## src/rtl/bullet_pkg.sv

```systemverilog
`default_nettype none
// ============================================================================
// Module : bullet_pkg
// Brief  : Shared direction codes, slot state encoding and bound helper for
//          the multi-shell overlay stage.
// Rev    : 1.0  initial release
// ============================================================================
package bullet_pkg;

  localparam logic [2:0] DIR_NONE = 3'd0;
  localparam logic [2:0] DIR_1    = 3'd1;
  localparam logic [2:0] DIR_2    = 3'd2;
  localparam logic [2:0] DIR_3    = 3'd3;
  localparam logic [2:0] DIR_4    = 3'd4;

  localparam logic [1:0] ST_IDLE  = 2'd0;
  localparam logic [1:0] ST_ARMED = 2'd1;
  localparam logic [1:0] ST_FLY   = 2'd2;
  localparam logic [1:0] ST_BLAST = 2'd3;

  localparam int SCREEN_W = 1024;
  localparam int SCREEN_H = 768;

  // Codes 5..7 are treated exactly like DIR_NONE.
  function automatic logic dir_valid(input logic [2:0] d);
    return (d >= DIR_1) && (d <= DIR_4);
  endfunction

  // pos + off in 13-bit signed; a negative result clamps to 0.
  function automatic logic [11:0] edge_at(input logic [9:0] pos,
                                          input logic signed [11:0] off);
    logic signed [12:0] sum;
    sum = $signed({3'b000, pos}) + $signed({off[11], off});
    return sum[12] ? 12'd0 : sum[11:0];
  endfunction

endpackage
`default_nettype wire

```

## src/rtl/bullet_slot.sv

```systemverilog
`default_nettype none
// ============================================================================
// Module : bullet_slot
// Brief  : One shell slot: FSM, frame-latched shadow position, blast counter
//          and per-pixel hit test.
// Rev    : 1.0  initial release
// ============================================================================
module bullet_slot
  import bullet_pkg::*;
#(
  parameter int BUL_WIDTH    = 2,
  parameter int BUL_LENGTH   = 5,
  parameter int BUL_DIM1     = 19,
  parameter int BUL_DIM2     = 29,
  parameter int BLAST_R      = 6,
  parameter int BLAST_FRAMES = 8
)(
  input  logic        clk,
  input  logic        rst,
  input  logic        fs,
  input  logic [10:0] hcount,
  input  logic [9:0]  vcount,
  input  logic [9:0]  xpos,
  input  logic [9:0]  ypos,
  input  logic [2:0]  direction,
  input  logic        kill,
  output logic        hit,
  output logic        is_blast
);

  localparam logic signed [11:0] C_W  = 12'(BUL_WIDTH);
  localparam logic signed [11:0] C_L  = 12'(BUL_LENGTH);
  localparam logic signed [11:0] C_D1 = 12'(BUL_DIM1);
  localparam logic signed [11:0] C_D2 = 12'(BUL_DIM2);
  localparam logic signed [11:0] C_R  = 12'(BLAST_R);
  localparam logic [7:0]         C_CNT_INIT = 8'(BLAST_FRAMES - 1);

  logic [1:0]  r_state;
  logic [1:0]  w_state_nx;
  logic [9:0]  r_x;
  logic [9:0]  r_y;
  logic [2:0]  r_dir;
  logic [7:0]  r_cnt;
  logic        w_dir_ok;
  logic        w_latch;
  logic        w_load_cnt;
  logic        w_dec_cnt;
  logic signed [11:0] w_xl, w_xh, w_yl, w_yh;
  logic [11:0] w_xlo, w_xhi, w_ylo, w_yhi;

  assign w_dir_ok = dir_valid(direction);

  always_ff @(posedge clk) begin
    if (rst) r_state <= ST_IDLE;
    else     r_state <= w_state_nx;
  end

  // kill has priority over a dropped direction while flying.
  always_comb begin
    w_state_nx = r_state;
    w_latch    = 1'b0;
    w_load_cnt = 1'b0;
    w_dec_cnt  = 1'b0;
    case (r_state)
      ST_IDLE: begin
        if (w_dir_ok) w_state_nx = ST_ARMED;
      end
      ST_ARMED: begin
        if (!w_dir_ok) begin
          w_state_nx = ST_IDLE;
        end else if (fs) begin
          w_state_nx = ST_FLY;
          w_latch    = 1'b1;
        end
      end
      ST_FLY: begin
        if (kill) begin
          w_state_nx = ST_BLAST;
          w_load_cnt = 1'b1;
        end else if (!w_dir_ok) begin
          w_state_nx = ST_IDLE;
        end else if (fs) begin
          w_latch = 1'b1;
        end
      end
      ST_BLAST: begin
        if (fs) begin
          if (r_cnt == 8'd0) w_state_nx = ST_IDLE;
          else               w_dec_cnt  = 1'b1;
        end
      end
      default: w_state_nx = ST_IDLE;
    endcase
  end

  always_ff @(posedge clk) begin
    if (rst) begin
      r_x   <= '0;
      r_y   <= '0;
      r_dir <= DIR_NONE;
      r_cnt <= '0;
    end else begin
      if (w_latch) begin
        r_x   <= xpos;
        r_y   <= ypos;
        r_dir <= direction;
      end
      if (w_load_cnt)     r_cnt <= C_CNT_INIT;
      else if (w_dec_cnt) r_cnt <= r_cnt - 8'd1;
    end
  end

  always_comb begin
    w_xl = '0;
    w_xh = '0;
    w_yl = '0;
    w_yh = '0;
    case (r_dir)
      DIR_1: begin w_xl = -C_W;  w_xh = C_W;  w_yl = -C_L; w_yh = C_L;  end
      DIR_2: begin w_xl = -C_W;  w_xh = C_W;  w_yl = C_D1; w_yh = C_D2; end
      DIR_3: begin w_xl = C_D1;  w_xh = C_D2; w_yl = -C_W; w_yh = C_W;  end
      DIR_4: begin w_xl = -C_L;  w_xh = C_L;  w_yl = -C_W; w_yh = C_W;  end
      default: ;
    endcase
    if (r_state == ST_BLAST) begin
      w_xl = -C_R;
      w_xh = C_R;
      w_yl = -C_R;
      w_yh = C_R;
    end
    w_xlo    = edge_at(r_x, w_xl);
    w_xhi    = edge_at(r_x, w_xh);
    w_ylo    = edge_at(r_y, w_yl);
    w_yhi    = edge_at(r_y, w_yh);
    is_blast = (r_state == ST_BLAST);
    hit      = ((r_state == ST_FLY) || is_blast)
               && ({1'b0, hcount}  >= w_xlo) && ({1'b0, hcount}  <= w_xhi)
               && ({2'b00, vcount} >= w_ylo) && ({2'b00, vcount} <= w_yhi);
  end

endmodule
`default_nettype wire

```

## src/rtl/bullet_render_multi.sv

```systemverilog
`default_nettype none
// ============================================================================
// Module : bullet_render_multi
// Brief  : Overlays up to N_SLOTS shells / explosions onto the pixel stream
//          with a fixed two-clock delay on every bus.
// Rev    : 1.0  initial release
// ============================================================================
module bullet_render_multi
  import bullet_pkg::*;
#(
  parameter int          N_SLOTS      = 4,
  parameter int          BUL_WIDTH    = 2,
  parameter int          BUL_LENGTH   = 5,
  parameter int          BUL_DIM1     = 19,
  parameter int          BUL_DIM2     = 29,
  parameter int          BLAST_R      = 6,
  parameter int          BLAST_FRAMES = 8,
  parameter logic [11:0] SHELL_COLOR  = 12'h000,
  parameter logic [11:0] BLAST_COLOR  = 12'hF80
)(
  input  logic                   clk,
  input  logic                   rst,
  input  logic [10:0]            hcount,
  input  logic [9:0]             vcount,
  input  logic                   hblnk,
  input  logic                   vblnk,
  input  logic                   hsync,
  input  logic                   vsync,
  input  logic [11:0]            rgb,
  input  logic [11:0]            xpos_mouse_in,
  input  logic [11:0]            ypos_mouse_in,
  input  logic [10*N_SLOTS-1:0]  xpos_bullet,
  input  logic [10*N_SLOTS-1:0]  ypos_bullet,
  input  logic [3*N_SLOTS-1:0]   direction,
  input  logic [N_SLOTS-1:0]     kill,
  output logic [10:0]            hcount_out,
  output logic [9:0]             vcount_out,
  output logic                   hblnk_out,
  output logic                   vblnk_out,
  output logic                   hsync_out,
  output logic                   vsync_out,
  output logic [11:0]            rgb_out,
  output logic [11:0]            xpos_mouse_out,
  output logic [11:0]            ypos_mouse_out,
  output logic [N_SLOTS-1:0]     blast_active
);

  logic               r_vblnk_d;
  logic               w_fs;
  logic [N_SLOTS-1:0] w_hit;
  logic [N_SLOTS-1:0] w_blast;

  logic [10:0]        r1_hcount;
  logic [9:0]         r1_vcount;
  logic               r1_hblnk, r1_vblnk, r1_hsync, r1_vsync;
  logic [11:0]        r1_rgb, r1_xm, r1_ym;
  logic [N_SLOTS-1:0] r1_hit;
  logic [N_SLOTS-1:0] r1_blast;
  logic [11:0]        w_pix;

  assign w_fs = vblnk & ~r_vblnk_d;

  generate
    for (genvar gi = 0; gi < N_SLOTS; gi++) begin : g_slot
      bullet_slot #(
        .BUL_WIDTH    (BUL_WIDTH),
        .BUL_LENGTH   (BUL_LENGTH),
        .BUL_DIM1     (BUL_DIM1),
        .BUL_DIM2     (BUL_DIM2),
        .BLAST_R      (BLAST_R),
        .BLAST_FRAMES (BLAST_FRAMES)
      ) u_slot (
        .clk       (clk),
        .rst       (rst),
        .fs        (w_fs),
        .hcount    (hcount),
        .vcount    (vcount),
        .xpos      (xpos_bullet[10*gi +: 10]),
        .ypos      (ypos_bullet[10*gi +: 10]),
        .direction (direction[3*gi +: 3]),
        .kill      (kill[gi]),
        .hit       (w_hit[gi]),
        .is_blast  (w_blast[gi])
      );
    end
  endgenerate

  assign blast_active = w_blast;

  always_ff @(posedge clk) begin
    if (rst) begin
      r_vblnk_d <= 1'b0;
      r1_hcount <= '0;
      r1_vcount <= '0;
      r1_hblnk  <= 1'b0;
      r1_vblnk  <= 1'b0;
      r1_hsync  <= 1'b0;
      r1_vsync  <= 1'b0;
      r1_rgb    <= '0;
      r1_xm     <= '0;
      r1_ym     <= '0;
      r1_hit    <= '0;
      r1_blast  <= '0;
    end else begin
      r_vblnk_d <= vblnk;
      r1_hcount <= hcount;
      r1_vcount <= vcount;
      r1_hblnk  <= hblnk;
      r1_vblnk  <= vblnk;
      r1_hsync  <= hsync;
      r1_vsync  <= vsync;
      r1_rgb    <= rgb;
      r1_xm     <= xpos_mouse_in;
      r1_ym     <= ypos_mouse_in;
      r1_hit    <= w_hit;
      r1_blast  <= w_blast;
    end
  end

  // Walk from the top slot down so the lowest-index hit is applied last.
  always_comb begin
    w_pix = r1_rgb;
    for (int i = N_SLOTS - 1; i >= 0; i--) begin
      if (r1_hit[i]) w_pix = r1_blast[i] ? BLAST_COLOR : SHELL_COLOR;
    end
  end

  always_ff @(posedge clk) begin
    if (rst) begin
      hcount_out     <= '0;
      vcount_out     <= '0;
      hblnk_out      <= 1'b0;
      vblnk_out      <= 1'b0;
      hsync_out      <= 1'b0;
      vsync_out      <= 1'b0;
      rgb_out        <= '0;
      xpos_mouse_out <= '0;
      ypos_mouse_out <= '0;
    end else begin
      hcount_out     <= r1_hcount;
      vcount_out     <= r1_vcount;
      hblnk_out      <= r1_hblnk;
      vblnk_out      <= r1_vblnk;
      hsync_out      <= r1_hsync;
      vsync_out      <= r1_vsync;
      rgb_out        <= w_pix;
      xpos_mouse_out <= r1_xm;
      ypos_mouse_out <= r1_ym;
    end
  end

endmodule
`default_nettype wire

```

## config.mk

```make
export PLATFORM = sky130hd
export DESIGN_NAME = bullet_render_multi
export DESIGN_NICKNAME = d
export VERILOG_FILES = /design/src/rtl/bullet_pkg.sv /design/src/rtl/bullet_slot.sv /design/src/rtl/bullet_render_multi.sv
export SDC_FILE = /design/constraint.sdc
export NUM_CORES = 1
export LEC_CHECK = 0
export CORE_ASPECT_RATIO = 0.7
export CORE_UTILIZATION = 53
export DETAILED_ROUTE_END_ITERATION = 10
export PLACE_DENSITY = 0.73
export SLEW_MARGIN = 10
export SYNTH_ARGS = -nofsm -noshare
export SYNTH_HDL_FRONTEND = slang
export SYNTH_SLANG_ARGS = --single-unit
```

## constraint.sdc

```tcl
create_clock -name clk -period 5.5 [get_ports clk]
set_input_delay 1.1 -clock clk [delete_from_list [all_inputs] [get_ports clk]]
set_output_delay 1.1 -clock clk [all_outputs]
set_load 0.05 [all_outputs]
```

* After elaboration in Yosys (flattened, before gate mapping) *
Cells that the tools add are included.

word-level totals
  bits of input ports = 159
  logic and storage cells = 316
  register bits = 262
  output and inout bits = 65

cells by class
  reduce and logical (&&, ||, !) cells = 52
  add/sub/neg operators = 20
  magnitude comparators = 24
  muxes and demuxes = 126
  equality and inequality tests = 48
  bitwise operators = 2

operator list
  cell                                                  number
  2-to-1 mux 12 bit                                     32
  one-hot mux 12 bit (3 select lines)                   8
  one-hot mux 5 bit (3 select lines)                    8
  adder 11 x 12 -> 13 bit                               8
  adder 10 x 5 -> 11 bit                                8
  2-to-1 mux 2 bit                                      25
  greater-or-equal comparator 10 x 12 -> 1 bit          4
  greater-or-equal comparator 11 x 12 -> 1 bit          4
  less-or-equal comparator 10 x 12 -> 1 bit             4
  less-or-equal comparator 11 x 12 -> 1 bit             4
  2-to-1 mux 5 bit                                      8
  zero test 8 bit                                       4
  one-hot mux 2 bit (4 select lines)                    4
  subtractor 8 x 1 -> 8 bit (second input constant)     4
  2-to-1 mux 1 bit                                      29
  equality test 3 x 2 -> 1 bit (second input constant)  8
  2-to-1 mux 3 bit                                      8
  OR reduction 2 bit                                    12
  inequality test 3 bit (second input constant)         7
  logical AND 1 bit                                     20
  AND reduction 5 bit                                   4
  equality test 2 bit (second input constant)           8
  inequality test 2 bit (second input constant)         7
  equality test 3 x 1 -> 1 bit (second input constant)  4
  12 further kinds                                      40

* Longest topological paths before layout *
  depth after elaboration = 11
  mapped depth = 22
  mapped depth without buffers = 21

* By module *
From an unflattened synthesis, not the netlist that was laid out.

unflattened totals
  cells, all modules = 2257
  area, all modules = 19197.2 um2

modules (own cells, without submodules)
  module                          sequential area each (um2)  cells an instance  area each (um2)  instances
  bullet_slot (g_slot[3].u_slot)  660.6                       496                3986.3           1
  bullet_slot (g_slot[2].u_slot)  660.6                       491                3910.0           1
  bullet_slot (g_slot[1].u_slot)  660.6                       496                3870.0           1
  bullet_slot (g_slot[0].u_slot)  660.6                       485                3833.7           1
  bullet_render_multi             2602.5                      289                3597.2           1

* Worst setup path after synthesis *
OpenSTA, ideal clock, no wires.

  path type = reg-to-reg
  from = reg g_slot[2].u_slot.r_state[1]
  to = reg r1_hit[2]
  clock period less this slack = 4.467 ns
  cell stages (with the launch flop) = 22
  buffers on the path = 3
  data arrival time = 4.376 ns
  path slack = 1.033 ns
  required time = 5.408 ns
  library setup time = 0.092 ns
  cell sequence = dfxtp_1 ha_1 clkbuf_1 clkbuf_1 nor3_1 ha_1 fa_1 a211oi_2 o21ai_0 a31o_2 nand3_1 a21oi_1 or3_1 buf_2 and2_1 ha_1 nand2b_1 a211oi_1 o31ai_1 o211ai_1 a2111o_1 nor4_1

on the way
  word-level cells in the longest chain between the ends = 9
  elaborated cells on any way between the ends = 23
  classes of those cells = add/sub: 4; order compare: 4; eq/ne: 2; mux: 8; reduce/logical: 5

RTL lines
  element                                       line                        source
  from (decl)                                   bullet_slot.sv:38           logic [1:0] r_state;
  from (signal assigned)                        bullet_slot.sv:55           else r_state <= w_state_nx;
  equality test 2 bit *                         bullet_slot.sv:135          is_blast = (r_state == ST_BLAST);
  via g_slot[2].u_slot.is_blast                 bullet_slot.sv:28           output logic is_blast
  2-to-1 mux 12 bit                             bullet_slot.sv:125          if (r_state == ST_BLAST) begin
  adder 11 x 12 -> 13 bit                       bullet_pkg.sv:33            sum = $signed({3'b000, pos}) + $signed({off[11], off});
  2-to-1 mux 12 bit                             bullet_pkg.sv:34            return sum[12] ? 12'd0 : sum[11:0];
  greater-or-equal comparator 11 x 12 -> 1 bit  bullet_slot.sv:137          && ({1'b0, hcount} >= w_xlo) && ({1'b0, hcount} <= w_xhi)
  logical AND 1 bit (2 in series)               bullet_slot.sv:137
  logical AND 1 bit                             bullet_slot.sv:138          && ({2'b00, vcount} >= w_ylo) && ({2'b00, vcount} <= w_yhi);
  logical AND 1 bit *                           bullet_slot.sv:138
  to (signal assigned)                          bullet_render_multi.sv:115  r1_hit <= w_hit;
  to (decl)                                     bullet_render_multi.sv:57   logic [N_SLOTS-1:0] r1_hit;

The timed path passes the listed nets; every way through them passes the cells marked *.
A chain may end at the register's enable or synchronous reset.

* Worst setup path after layout *
  from = reg g_slot[3].u_slot.r_dir[0]
  to = reg r1_hit[3]

on the way
  word-level cells in the longest chain between the ends = 11
  elaborated cells on any way between the ends = 30
  classes of those cells = add/sub: 4; order compare: 4; eq/ne: 4; mux: 12; reduce/logical: 6

RTL lines
  element                                                                       line                source
  from (decl)                                                                   bullet_slot.sv:42   logic [2:0] r_dir;
  from (signal assigned)                                                        bullet_slot.sv:106  r_dir <= direction;
  equality test 3 x 1 -> 1 bit or equality test 3 x 2 -> 1 bit (tied branches)  bullet_slot.sv:118  case (r_dir)
  OR reduction 2 bit (no source line)                                           -
  one-hot mux 12 bit (3 select lines)                                           bullet_slot.sv:118
  2-to-1 mux 12 bit                                                             bullet_slot.sv:125
  adder 11 x 12 -> 13 bit                                                       bullet_pkg.sv:33
  2-to-1 mux 12 bit                                                             bullet_pkg.sv:34
  greater-or-equal comparator 11 x 12 -> 1 bit                                  bullet_slot.sv:137
  logical AND 1 bit (2 in series)                                               bullet_slot.sv:137
  logical AND 1 bit                                                             bullet_slot.sv:138
  logical AND 1 bit *                                                           bullet_slot.sv:138

Every way passes the cells marked *; elsewhere a longest branch is shown, timed or not.

==> Flow_metrics.wiki <==
{| class="wikitable"
! Metric !! Value
|-
| Outcome || completed
|-
| Count of flip-flops with a built-in enable after synthesis || 0
|-
| Max Fanout on Critical Path || 10
|-
| Worst setup margin || 0.614 ns
|-
| Nets in the synthesized netlist || 2781
|-
| Synthesized area per cell || 8.27 sq um
|-
| Total power divided by cell area || 217 mW/mm^2
|-
| Path class of the lowest-slack min-delay path || flop to flop
|-
| Deepest clock path buffer count || 3
|-
| Time the worst path needs with I/O delays and setup || 4.89 ns
|-
| Final cycle utilization of the critical path || 88.8%
|-
| CTS root buf || sky130_fd_sc_hd__clkbuf_16
|-
| Maximum vdd drop || 0.203 mV
|-
| Number of distinct standard cells referenced by the synthesized netlist || 68
|-
| Data arrival time of the worst path || 5.36 ns
|-
| Starting density of the core || 54.2%
|-
| GR Layer Usage met3 || 4.71%
|-
| Crit end category || flop
|-
| Grt total ovfl || 0
|-
| Most Crowded Layer GR || met2
|-
| Routed WL per cell || 17.3 um
|-
| Actual transition at the worst max-transition pin || 1.03 ns
|-
| Overall via count from detail_route || 16800
|-
| Post-CTS setup buffer count || 0
|-
| Share of synthesized registers carrying an async set or reset || 0%
|-
| Element type at the critical path start || flop
|-
| Number of buffers and inverters on the critical path || 0
|-
| Family with the most delay on the worst path || compound AO/OA/AOI/OAI gates
|-
| Delay contributed by the slowest stage of the critical path || 0.47 ns
|-
| Met1 capacity usage during global routing || 40.1%
|-
| Clk sinks || 262
|-
| Antenna Violating Nets Remaining || 0
|-
| Area of the die || 0.0365 sq mm
|-
| Library cell contributing the largest single delay on the critical path || sky130_fd_sc_hd__dfxtp_1
|-
| H-Tree Level Count || 1
|-
| HPWL reported at the end of detailed placement || 39700 um
|-
| Clock latency at the later pin of the worst-skew pair || 0.58 ns
|-
| All-layer global routing usage || 27.7%
|-
| Most used flip-flop cell after synthesis || sky130_fd_sc_hd__dfxtp_1
|-
| DRT Wirelength || 51600 um
|-
| Fraction of final layout cells sized beyond drive strength 1 || 3.18%
|-
| Max Clock Freq || 205 MHz
|-
| Setup repair after global routing missed its margin || no
|-
| DRC violations left || 0
|-
| Global-route wire length before repair || 82300 um
|-
| Number of ports placed on the die boundary || 224
|-
| Cell Chain, Critical Path || nor2_1 > and2_1 > a21oi_1 > nor2_1 > ha_1 > fa_1 > a211oi_1 > nor2_1 > o211a_1 > o2111ai_1 > nand3_1 > nand2_1 > ha_1 > a21o_1 > a21oi_1 > a21oi_1 > a2111oi_0 > a2111oi_0 > o41ai_1 > and4b_1
|-
| Sum Neg Setup Slack || 0 ns
|-
| Antenna Diode Count || 0
|-
| Initial antenna violation count || 0
|-
| Row count || 57
|-
| Number of setup violations in the final report || 0
|-
| Max-cap viol count || 0
|-
| Minimum setup slack after placement || 0.713 ns
|-
| Register area share after synthesis || 27.7%
|-
| Number of max-slew violations in the final report || 0
|-
| Routed via count divided by cell count || 5.61
|-
| Max_slew headroom || 30.5%
|-
| Core Footprint || 0.0349 sq mm
|-
| Endpoints failing hold || 0
|-
| Leakage dissipation || 9.40 nW
|-
| Final net count || 2982
|-
| Warning count from the yosys run || 0
|-
| Synth Instances || 2291
|-
| Number of DRC markers in iteration 0 || 1207
|-
| Number of optimization iterations in the first detailed-route pass || 7
|-
| Die outline height || 160 um
|-
| Global-route track usage on met2 || 42.7%
|-
| Required time of the worst setup path || 5.97 ns
|-
| Hold-fix buffer count after cts || 0
|-
| Vias in the first global route || 15800
|-
| Num CTS Buffers || 27
|-
| Number of synthesized register bits || 262
|-
| Clock transition at the registers of the reported paths || 0.07 ns
|-
| Post-synthesis to final-layout area growth || 19.2%
|-
| Number of instances resized during post-cts repair || 0
|-
| Maximum number of pins on one net before global-route repair || 108
|-
| Clock tree from TritonCTS || done
|-
| Startpoint-to-endpoint class of the critical path || flop to flop
|-
| Routability-driven placement congestion ratio || 0.903
|-
| Final clock skew || 0.0170 ns
|-
| Die width || 228 um
|-
| Synthesized cell area || 0.0190 sq mm
|-
| # port buffers || 223
|}
-- per-layer routing --
layer | share of wire [%] | wire length, um | vias to the layer above
met1 | 48 | 24800 | 7752
met4 | 2.2 | 1130 | 0
met3 | 7.3 | 3750 | 72
met5 | 0 | 0 | -
li1 | - | - | 8448
met2 | 42 | 21900 | 479
-- synthesized netlist by cell type (all sizes together), types with 15 or more instances --
cell type | instances | share of area [%]
nand4 | 24 | 0.79
inv | 81 | 1.6
xor2 | 65 | 3.0
buf | 15 | 0.41
nand2b | 36 | 1.2
nand3 | 41 | 1.1
clkbuf | 59 | 1.2
fa | 16 | 1.7
nor2 | 142 | 2.8
nand2 | 336 | 6.7
nor2b | 137 | 4.5
dfxtp | 262 | 28
a211oi | 26 | 1.2
a21o | 38 | 1.5
a21oi | 223 | 5.9
xnor2 | 89 | 4.1
and2 | 22 | 0.73
o211ai | 25 | 0.99
nor3 | 40 | 1.1
o21bai | 36 | 1.4
o21ai | 98 | 2.6
ha | 315 | 21
-- where the power goes --
group / internal (mW) / switching, mW / leakage (nW)
Combinational: 0.413 / 0.528 / 6.79
Sequential: 1.96 / 0.0403 / 2.14
Clock: 1.13 / 0.836 / 0.464
Total: 3.50 / 1.40 / 9.40
-- worst paths after layout --
path                                               start               endpoint  slack [ns]  depth (start not counted)
hold reg to reg                     r1_rgb[0]$_SDFF_PP0_  rgb_out[0]$_SDFF_PP0_        0.43                          1
setup / recovery  g_slot[3].u_slot.r_dir[0]$_SDFFE_PP0P_   r1_hit[3]$_SDFF_PP0_        0.61                         20
setup reg to reg  g_slot[3].u_slot.r_dir[0]$_SDFFE_PP0P_   r1_hit[3]$_SDFF_PP0_        0.61                         20
hold / removal                      r1_rgb[0]$_SDFF_PP0_  rgb_out[0]$_SDFF_PP0_        0.43                          1
-- layout by cell type, fill, tap and decap left out, types with 10 or more instances in the layout --
master	count
sky130_fd_sc_hd__and3_1	10
sky130_fd_sc_hd__o211ai_1	25
sky130_fd_sc_hd__clkbuf_16	27
sky130_fd_sc_hd__or3_1	14
sky130_fd_sc_hd__inv_1	81
sky130_fd_sc_hd__dfxtp_1	262
sky130_fd_sc_hd__nand2b_1	36
sky130_fd_sc_hd__nand4_1	24
sky130_fd_sc_hd__a211oi_1	21
sky130_fd_sc_hd__a21oi_1	223
sky130_fd_sc_hd__o2111ai_1	14
sky130_fd_sc_hd__ha_1	315
sky130_fd_sc_hd__nor2_1	142
sky130_fd_sc_hd__a21o_1	38
sky130_fd_sc_hd__and2_1	22
sky130_fd_sc_hd__o21ai_0	95
sky130_fd_sc_hd__o21a_1	12
sky130_fd_sc_hd__xnor2_1	89
sky130_fd_sc_hd__buf_4	23
sky130_fd_sc_hd__clkdlybuf4s50_1	222
sky130_fd_sc_hd__nand2_1	336
sky130_fd_sc_hd__nand3_1	41
sky130_fd_sc_hd__fa_1	16
sky130_fd_sc_hd__nor2b_1	137
sky130_fd_sc_hd__xor2_1	65
sky130_fd_sc_hd__nor3_1	40
sky130_fd_sc_hd__o21bai_1	36
sky130_fd_sc_hd__nor4b_1	11
-- through the flow --
stage	utilization [%]	power, mW	std cells	hold slack (ns)	cell area [sq um]
after detailed placement	61.9	2.97	2935	0.417	21600
after CTS	64.6	4.93	2985	0.431	22600
after global routing	64.6	5.13	2985	0.439	22600
final	64.6	4.91	2985	0.427	22600
after global placement	61.9	2.94	2935	0.408	21600
after floorplan	-	2.62	2291	0.406	19000
-- registers in the layout (all words and copies together) (netlist names), 8 cells and up --
name / cells
r1_xm: 12
hcount_out: 11
r1_rgb: 12
ypos_mouse_out: 12
g_slot.u_slot.r_cnt: 32
g_slot.u_slot.r_state: 8
xpos_mouse_out: 12
g_slot.u_slot.r_y: 40
r1_hcount: 11
rgb_out: 12
g_slot.u_slot.r_dir: 12
r1_vcount: 10
vcount_out: 10
g_slot.u_slot.r_x: 40
r1_ym: 12
-- final cells by class --
type | count | area (sq um)
Inverter | 81 | 304
Tap cell | 472 | 591
Multi-Input combinational cell | 1874 | 13100
Sequential cell | 262 | 5250
Fill cell | 2972 | 12400
Clock buffer | 37 | 763
Clock inverter | 13 | 178
Timing Repair Buffer | 246 | 2410
-- kinds of logic (layout without fill, tap and decap cells) --
logic type,Yosys count,in the layout,synth area share [%]
AOI/OAI and AO/OA,542,542,17.9
xor gates and xnor gates,154,154,7.12
adders and majority gates,331,331,22.5
buffers and inverters,155,377,3.19
DFF,262,262,27.7
muxes,6,6,0.317
and+or+nand+nor,841,841,21.3
(Power assumes the default switching activity.)
